--- src/rtl/uart_rx_pkg.sv ---
// uart_rx_pkg: shared definitions for the UART receive framer.
//   UART_DATA_BITS_MAX : widest supported data field
//   uart_st_e          : receive FSM state encodings (3-bit)
package uart_rx_pkg;

    localparam int UART_DATA_BITS_MAX = 8;

    typedef enum logic [2:0] {
        UART_ST_IDLE   = 3'd0,
        UART_ST_START  = 3'd1,
        UART_ST_DATA   = 3'd2,
        UART_ST_PARITY = 3'd3,
        UART_ST_STOP   = 3'd4
    } uart_st_e;

endpackage

--- src/rtl/uart_rx_sync.sv ---
// uart_rx_sync: multi-flop synchroniser for the serial input plus falling-edge detect.
//   clk26m   in  function clock
//   rst26m_  in  async active-low reset; all flops preset to 1 (idle line)
//   i_rxd    in  raw serial input, asynchronous to clk26m
//   o_rxd_s  out synchronised serial input
//   o_fall   out high while the synchronised line has just gone 1 -> 0
module uart_rx_sync #(
    parameter int SYNC_STAGES = 2
) (
    input  logic clk26m,
    input  logic rst26m_,
    input  logic i_rxd,
    output logic o_rxd_s,
    output logic o_fall
);

    logic [SYNC_STAGES-1:0] r_sync;
    logic                   r_rxd_d1;

    always_ff @(posedge clk26m or negedge rst26m_) begin
        if (!rst26m_) begin
            r_sync   <= '1;
            r_rxd_d1 <= 1'b1;
        end else begin
            r_sync   <= {r_sync[SYNC_STAGES-2:0], i_rxd};
            r_rxd_d1 <= r_sync[SYNC_STAGES-1];
        end
    end

    assign o_rxd_s = r_sync[SYNC_STAGES-1];
    // Edge compares the registered previous value with the current synchronised
    // value, so the FSM sees it one clock after the synchroniser output drops.
    assign o_fall  = r_rxd_d1 & ~o_rxd_s;

endmodule

--- src/rtl/uart_rx.sv ---
// uart_rx: UART receive framer.
// Synchronises uart_rxd, detects the start bit, enables the baud generator,
// samples each bit on the rx_bpsclk mid-bit pulse and presents the byte with
// parity/frame error flags on a valid/ready interface.
//   clk26m         in  function clock
//   rst26m_        in  async active-low reset
//   uart_rxd       in  serial input, idle high
//   rx_bpsclk      in  mid-bit sample pulse from the baud generator
//   parity_en      in  frame carries a parity bit
//   parity_odd     in  odd (1) / even (0) parity
//   rx_ready       in  consumer accepts the held byte
//   rx_bps_en      out baud counter enable
//   rx_data        out received byte, right-aligned
//   rx_valid       out rx_data and flags valid
//   rx_parity_err  out parity mismatch for the held byte
//   rx_frame_err   out stop bit sampled low for the held byte
//   rx_overrun     out 1-cycle pulse: completed frame dropped
module uart_rx
    import uart_rx_pkg::*;
#(
    parameter int DATA_BITS   = 8,
    parameter int SYNC_STAGES = 2
) (
    input  logic                 clk26m,
    input  logic                 rst26m_,
    input  logic                 uart_rxd,
    input  logic                 rx_bpsclk,
    input  logic                 parity_en,
    input  logic                 parity_odd,
    input  logic                 rx_ready,
    output logic                 rx_bps_en,
    output logic [DATA_BITS-1:0] rx_data,
    output logic                 rx_valid,
    output logic                 rx_parity_err,
    output logic                 rx_frame_err,
    output logic                 rx_overrun
);

    localparam logic [2:0] LAST_BIT = 3'(DATA_BITS - 1);

    logic                 w_rxd_s;
    logic                 w_fall;
    logic                 w_done;
    uart_st_e             r_state;
    uart_st_e             w_state_nxt;
    logic [2:0]           r_bit_cnt;
    logic [DATA_BITS-1:0] r_shreg;
    logic                 r_par_en;
    logic                 r_par_odd;
    logic                 r_perr;
    logic                 r_bps_en;
    logic [DATA_BITS-1:0] r_data;
    logic                 r_valid;
    logic                 r_perr_out;
    logic                 r_ferr_out;
    logic                 r_overrun;

    uart_rx_sync #(
        .SYNC_STAGES (SYNC_STAGES)
    ) u_sync (
        .clk26m  (clk26m),
        .rst26m_ (rst26m_),
        .i_rxd   (uart_rxd),
        .o_rxd_s (w_rxd_s),
        .o_fall  (w_fall)
    );

    always_ff @(posedge clk26m or negedge rst26m_) begin
        if (!rst26m_) r_state <= UART_ST_IDLE;
        else          r_state <= w_state_nxt;
    end

    always_comb begin
        w_state_nxt = r_state;
        case (r_state)
            UART_ST_IDLE:   if (w_fall) w_state_nxt = UART_ST_START;
            // A start bit that is high again at mid-bit was a glitch.
            UART_ST_START:  if (rx_bpsclk) w_state_nxt = w_rxd_s ? UART_ST_IDLE : UART_ST_DATA;
            UART_ST_DATA:   if (rx_bpsclk && r_bit_cnt == LAST_BIT)
                                w_state_nxt = r_par_en ? UART_ST_PARITY : UART_ST_STOP;
            UART_ST_PARITY: if (rx_bpsclk) w_state_nxt = UART_ST_STOP;
            // Returning to IDLE at mid-stop-bit lets a back-to-back start edge be caught.
            UART_ST_STOP:   if (rx_bpsclk) w_state_nxt = UART_ST_IDLE;
            default:        w_state_nxt = UART_ST_IDLE;
        endcase
    end

    assign w_done = (r_state == UART_ST_STOP) && rx_bpsclk;

    // Frame datapath: bit counter, shift register, parity result.
    always_ff @(posedge clk26m or negedge rst26m_) begin
        if (!rst26m_) begin
            r_bps_en  <= 1'b0;
            r_bit_cnt <= 3'd0;
            r_shreg   <= '0;
            r_par_en  <= 1'b0;
            r_par_odd <= 1'b0;
            r_perr    <= 1'b0;
        end else begin
            r_bps_en <= (w_state_nxt != UART_ST_IDLE);
            if (r_state == UART_ST_IDLE && w_fall) begin
                // Parity mode is frozen for the whole frame.
                r_par_en  <= parity_en;
                r_par_odd <= parity_odd;
                r_perr    <= 1'b0;
            end
            if (rx_bpsclk) begin
                case (r_state)
                    UART_ST_START:  r_bit_cnt <= 3'd0;
                    UART_ST_DATA: begin
                        r_shreg   <= {w_rxd_s, r_shreg[DATA_BITS-1:1]};
                        r_bit_cnt <= r_bit_cnt + 3'd1;
                    end
                    UART_ST_PARITY: r_perr <= ^{r_shreg, w_rxd_s} ^ r_par_odd;
                    default: ;
                endcase
            end
        end
    end

    // Output holding register with valid/ready handshake and overrun pulse.
    always_ff @(posedge clk26m or negedge rst26m_) begin
        if (!rst26m_) begin
            r_data     <= '0;
            r_valid    <= 1'b0;
            r_perr_out <= 1'b0;
            r_ferr_out <= 1'b0;
            r_overrun  <= 1'b0;
        end else begin
            r_overrun <= 1'b0;
            if (w_done) begin
                if (!r_valid || rx_ready) begin
                    r_data     <= r_shreg;
                    r_perr_out <= r_perr;
                    r_ferr_out <= ~w_rxd_s;
                    r_valid    <= 1'b1;
                end else begin
                    r_overrun  <= 1'b1;
                end
            end else if (r_valid && rx_ready) begin
                r_valid <= 1'b0;
            end
        end
    end

    assign rx_bps_en     = r_bps_en;
    assign rx_data       = r_data;
    assign rx_valid      = r_valid;
    assign rx_parity_err = r_perr_out;
    assign rx_frame_err  = r_ferr_out;
    assign rx_overrun    = r_overrun;

endmodule

--- config.mk ---
export PLATFORM = sky130hd
export DESIGN_NAME = uart_rx
export DESIGN_NICKNAME = d
export VERILOG_FILES = /design/src/rtl/uart_rx_pkg.sv /design/src/rtl/uart_rx_sync.sv /design/src/rtl/uart_rx.sv
export SDC_FILE = /design/constraint.sdc
export NUM_CORES = 1
export LEC_CHECK = 0
export CAP_MARGIN = 30
export CORE_ASPECT_RATIO = 0.7
export CORE_UTILIZATION = 45
export CTS_BUF_LIST = sky130_fd_sc_hd__clkbuf_8
export DETAILED_ROUTE_END_ITERATION = 6
export GPL_TIMING_DRIVEN = 0
export PLACE_DENSITY = 0.68
export SYNTH_ARGS = -nofsm -noshare
export SYNTH_HDL_FRONTEND = slang
export SYNTH_SLANG_ARGS = --single-unit
--- constraint.sdc ---
create_clock -name clk26m -period 2.65 [get_ports clk26m]
set_clock_uncertainty 0.1 [all_clocks]
set_input_delay 0.53 -clock clk26m [delete_from_list [all_inputs] [get_ports clk26m]]
set_output_delay 0.53 -clock clk26m [all_outputs]
set_load 0.05 [all_outputs]
==> flow_metrics.env <==
export IMPL_slew_headroom=0.5167
export IMPL_drc=0
export IMPL_synth_common_cells="dfrtp_1 (30), mux2_2 (19), nand2_1 (7), o21ai_0 (7), xnor2_1 (6)"
export IMPL_dp_hpwl_um=1755
export IMPL_setup_violations=0
export IMPL_drt_iter0_drc=57
export IMPL_cts_tree="yes"
export IMPL_p_comb_frac=0.421
export IMPL_synth_area_top_cells="dfrtp_1 (52%), mux2_2 (15%), dfstp_2 (5.5%)"
export IMPL_ys_flop_type="dfrtp_1"
export IMPL_first_pass_iters=4
export IMPL_die_w_um=69.73
export IMPL_clk_path_buf_depth=2
export IMPL_ir_worst_vdd_mv=0.4955
export IMPL_vias=928
export IMPL_max_freq_mhz=450.3
export IMPL_power_total_mw=1.978
export IMPL_design_area_um2=1755
export IMPL_start_util=0.4944
export IMPL_criticalPathCategory="in -> reg"
export IMPL_wl_per_cell_um=15.14
export IMPL_clk_pin_slew_ns=0.07
export IMPL_cts_buffers=5
export IMPL_power_density_nw_per_um2=1127
export IMPL_hold_viol=0
export IMPL_period_needed_ns=2.221
export IMPL_syn2layout_area_growth_pct=21.47
export IMPL_postSynthCellCount=108
export IMPL_h_tree_depth=2
export IMPL_hold_buffers=0
export IMPL_p_clk_frac=0.177
export IMPL_diodes=0
export IMPL_gp_congestion=0.8047
export IMPL_arrival_ns=2.28
export IMPL_finalCritPeriodShare=0.8379
export IMPL_synth_most_common_cell="dfrtp_1"
export IMPL_portBuffers=19
export IMPL_maxCapViolCount=0
export IMPL_synth_top_cell_by_area="dfrtp_1"
export IMPL_design_die_area_um2=3445
export IMPL_yosysTopAreaCellShare=0.5195
export IMPL_grt_pass1_vias=873
export IMPL_drtAntennaViolNets=0
export IMPL_grt_max_degree=34
export IMPL_netlist_area_um2=1445
export IMPL_cts_resized=0
export IMPL_worstPathRequired_ns=2.71
export IMPL_p_sw_mw=0.7323
export IMPL_cellLeakagePower_nw=0.8035
export IMPL_crit_fanout=9
export IMPL_min_path_type="in -> async"
export IMPL_drive_above_1_share=0.2667
export IMPL_cts_root_buf="clkbuf_8"
export IMPL_fillers=246
export IMPL_cts_setup_buffers=0
export IMPL_reg2reg_slack_ns=0.83
export IMPL_rsz0062_at_grt="no"
export IMPL_start_kind="input port"
export IMPL_synth_edf_count=0
export IMPL_rows=16
export IMPL_gr_total_overflow=0
export IMPL_synth_cell_types=30
export IMPL_worst_slew_pin_slew_ns=0.7250
export IMPL_p_seq_frac=0.403
export IMPL_synth_seq_cells=33
export IMPL_setup_tns_final_ns=0
export IMPL_p_int_mw=1.246
export IMPL_viasPerCell=5.427
export IMPL_switching_share=0.3702
export IMPL_ys_seq_area_frac=0.5740
export IMPL_fp_coreArea_um2=2923
export IMPL_ios=20
export IMPL_clkSinkCount=33
export IMPL_clock_latency_ns=0.28
export IMPL_yosys_warnings=0
export IMPL_status="completed"
export IMPL_drt_total_wl_um=2589
export IMPL_whs_ns=0.1981
export IMPL_die_h_um=49.41
export IMPL_postSynthAreaPerCell_um2=13.38
export IMPL_syn_nets=117
export IMPL_async_flop_share=1.000
export IMPL_dpl_instance_area_um2=1675
export IMPL_grt_antenna_before_repair=0
export IMPL_grt_pass1_wl_um=4395
export IMPL_track_usage=0.1777
export IMPL_cp_end_kind="flip-flop"
export IMPL_final_nets=143
export IMPL_maxSlewViolCount=0
layout make-up:
cell class | count | area (um2) | share of cell area
buffer | 4 | 23.77 | 0.01354
clock buffer | 5 | 68.82 | 0.03920
clock inverter | 3 | 11.26 | 0.006415
inverter | 1 | 3.754 | 0.002138
multi-input combinational | 70 | 588.1 | 0.3350
sequential | 33 | 829.5 | 0.4726
tap | 36 | 45.04 | 0.02566
timing repair buffer | 19 | 185.2 | 0.1055
power by group through the flow:
| stage | clock (mW) | sequential, mW | combinational (mW) |
|---|---|---|---|
| after floorplan | 0 | 0.952 | 0.464 |
| after global placement | 0 | 0.792 | 0.816 |
| after detailed placement | 0 | 0.806 | 0.836 |
| after global routing | 0.382 | 0.821 | 0.899 |
| final | 0.350 | 0.797 | 0.832 |
| after CTS | 0.353 | 0.798 | 0.839 |
path summary, 6_finish.rpt:
kind / from / end / depth (start not counted)
min reg2reg: u_sync.r_sync[0]$_DFF_PN1_ / u_sync.r_sync[1]$_DFF_PN1_ / 0
max reg2reg: r_state[2]$_DFF_PN0_ / r_shreg[2]$_DFFE_PN0P_ / 4
min: rst26m_ / r_state[0]$_DFF_PN0_ / 1
max: rx_bpsclk / r_shreg[2]$_DFFE_PN0P_ / 4
min in group clk26m: u_sync.r_sync[0]$_DFF_PN1_ / u_sync.r_sync[1]$_DFF_PN1_ / 0
max in group asynchronous: rst26m_ / r_bit_cnt[0]$_DFFE_PN0P_ / 1
placed cells by master, fill, tap and decap left out, types with 3 or more instances in the layout:
master,n
dfrtp_1,30
mux2_2,19
clkdlybuf4s50_1,18
o21ai_0,7
nand2_1,7
xnor2_1,6
clkbuf_8,5
inv_1,4
nor2_1,4
nand3b_1,3
a21oi_1,3
dfstp_2,3
per-layer routing:
layer  global-route usage  part of all wire
met5                    0                 0
met4               0.1000             0.028
met1               0.2367              0.48
met2               0.2524              0.43
met3              0.06405             0.061
through the flow:
stage / setup slack (ns) / instances / utilization
2_1_floorplan: 0.9613 / 108 / -
3_3_place_gp: 0.1643 / 163 / 0.5749
3_5_place_dp: 0.1501 / 163 / 0.5732
4_1_cts: 0.4366 / 171 / 0.6006
5_1_grt: 0.3440 / 171 / 0.6006
6_report: 0.4295 / 171 / 0.6006
kinds of logic (layout without fill, tap and decap cells):
logic type / count (synthesis) / count (layout) / share of synthesized area
XOR/XNOR: 8 / 8 / 0.05801
buffers and inverters: 5 / 32 / 0.01904
AND/OR/NAND/NOR: 26 / 26 / 0.1195
multiplexers: 19 / 19 / 0.1481
adder cells (fa/ha/maj): 2 / 2 / 0.01731
flip-flops: 33 / 33 / 0.5740
AO/OA/AOI/OAI: 15 / 15 / 0.06407
registers in the layout, indices dropped and copies added (netlist names):
| signal | count |
|---|---|
| u_sync.r_rxd_d1 | 1 |
| r_par_en | 1 |
| rx_valid | 1 |
| r_perr | 1 |
| rx_bps_en | 1 |
| r_par_odd | 1 |
| rx_data | 8 |
| u_sync.r_sync | 2 |
| r_state | 3 |
| rx_frame_err | 1 |
| r_shreg | 8 |
| rx_parity_err | 1 |
| rx_overrun | 1 |
| r_bit_cnt | 3 |
worst max-delay path, stage by stage:
cell and delay [ns]:
clkdlybuf4s50_1 0.60, nor2b_4 0.26, nor3b_4 0.50, mux2_2 0.39
No activity file was read; power rests on OpenSTA's default activity.
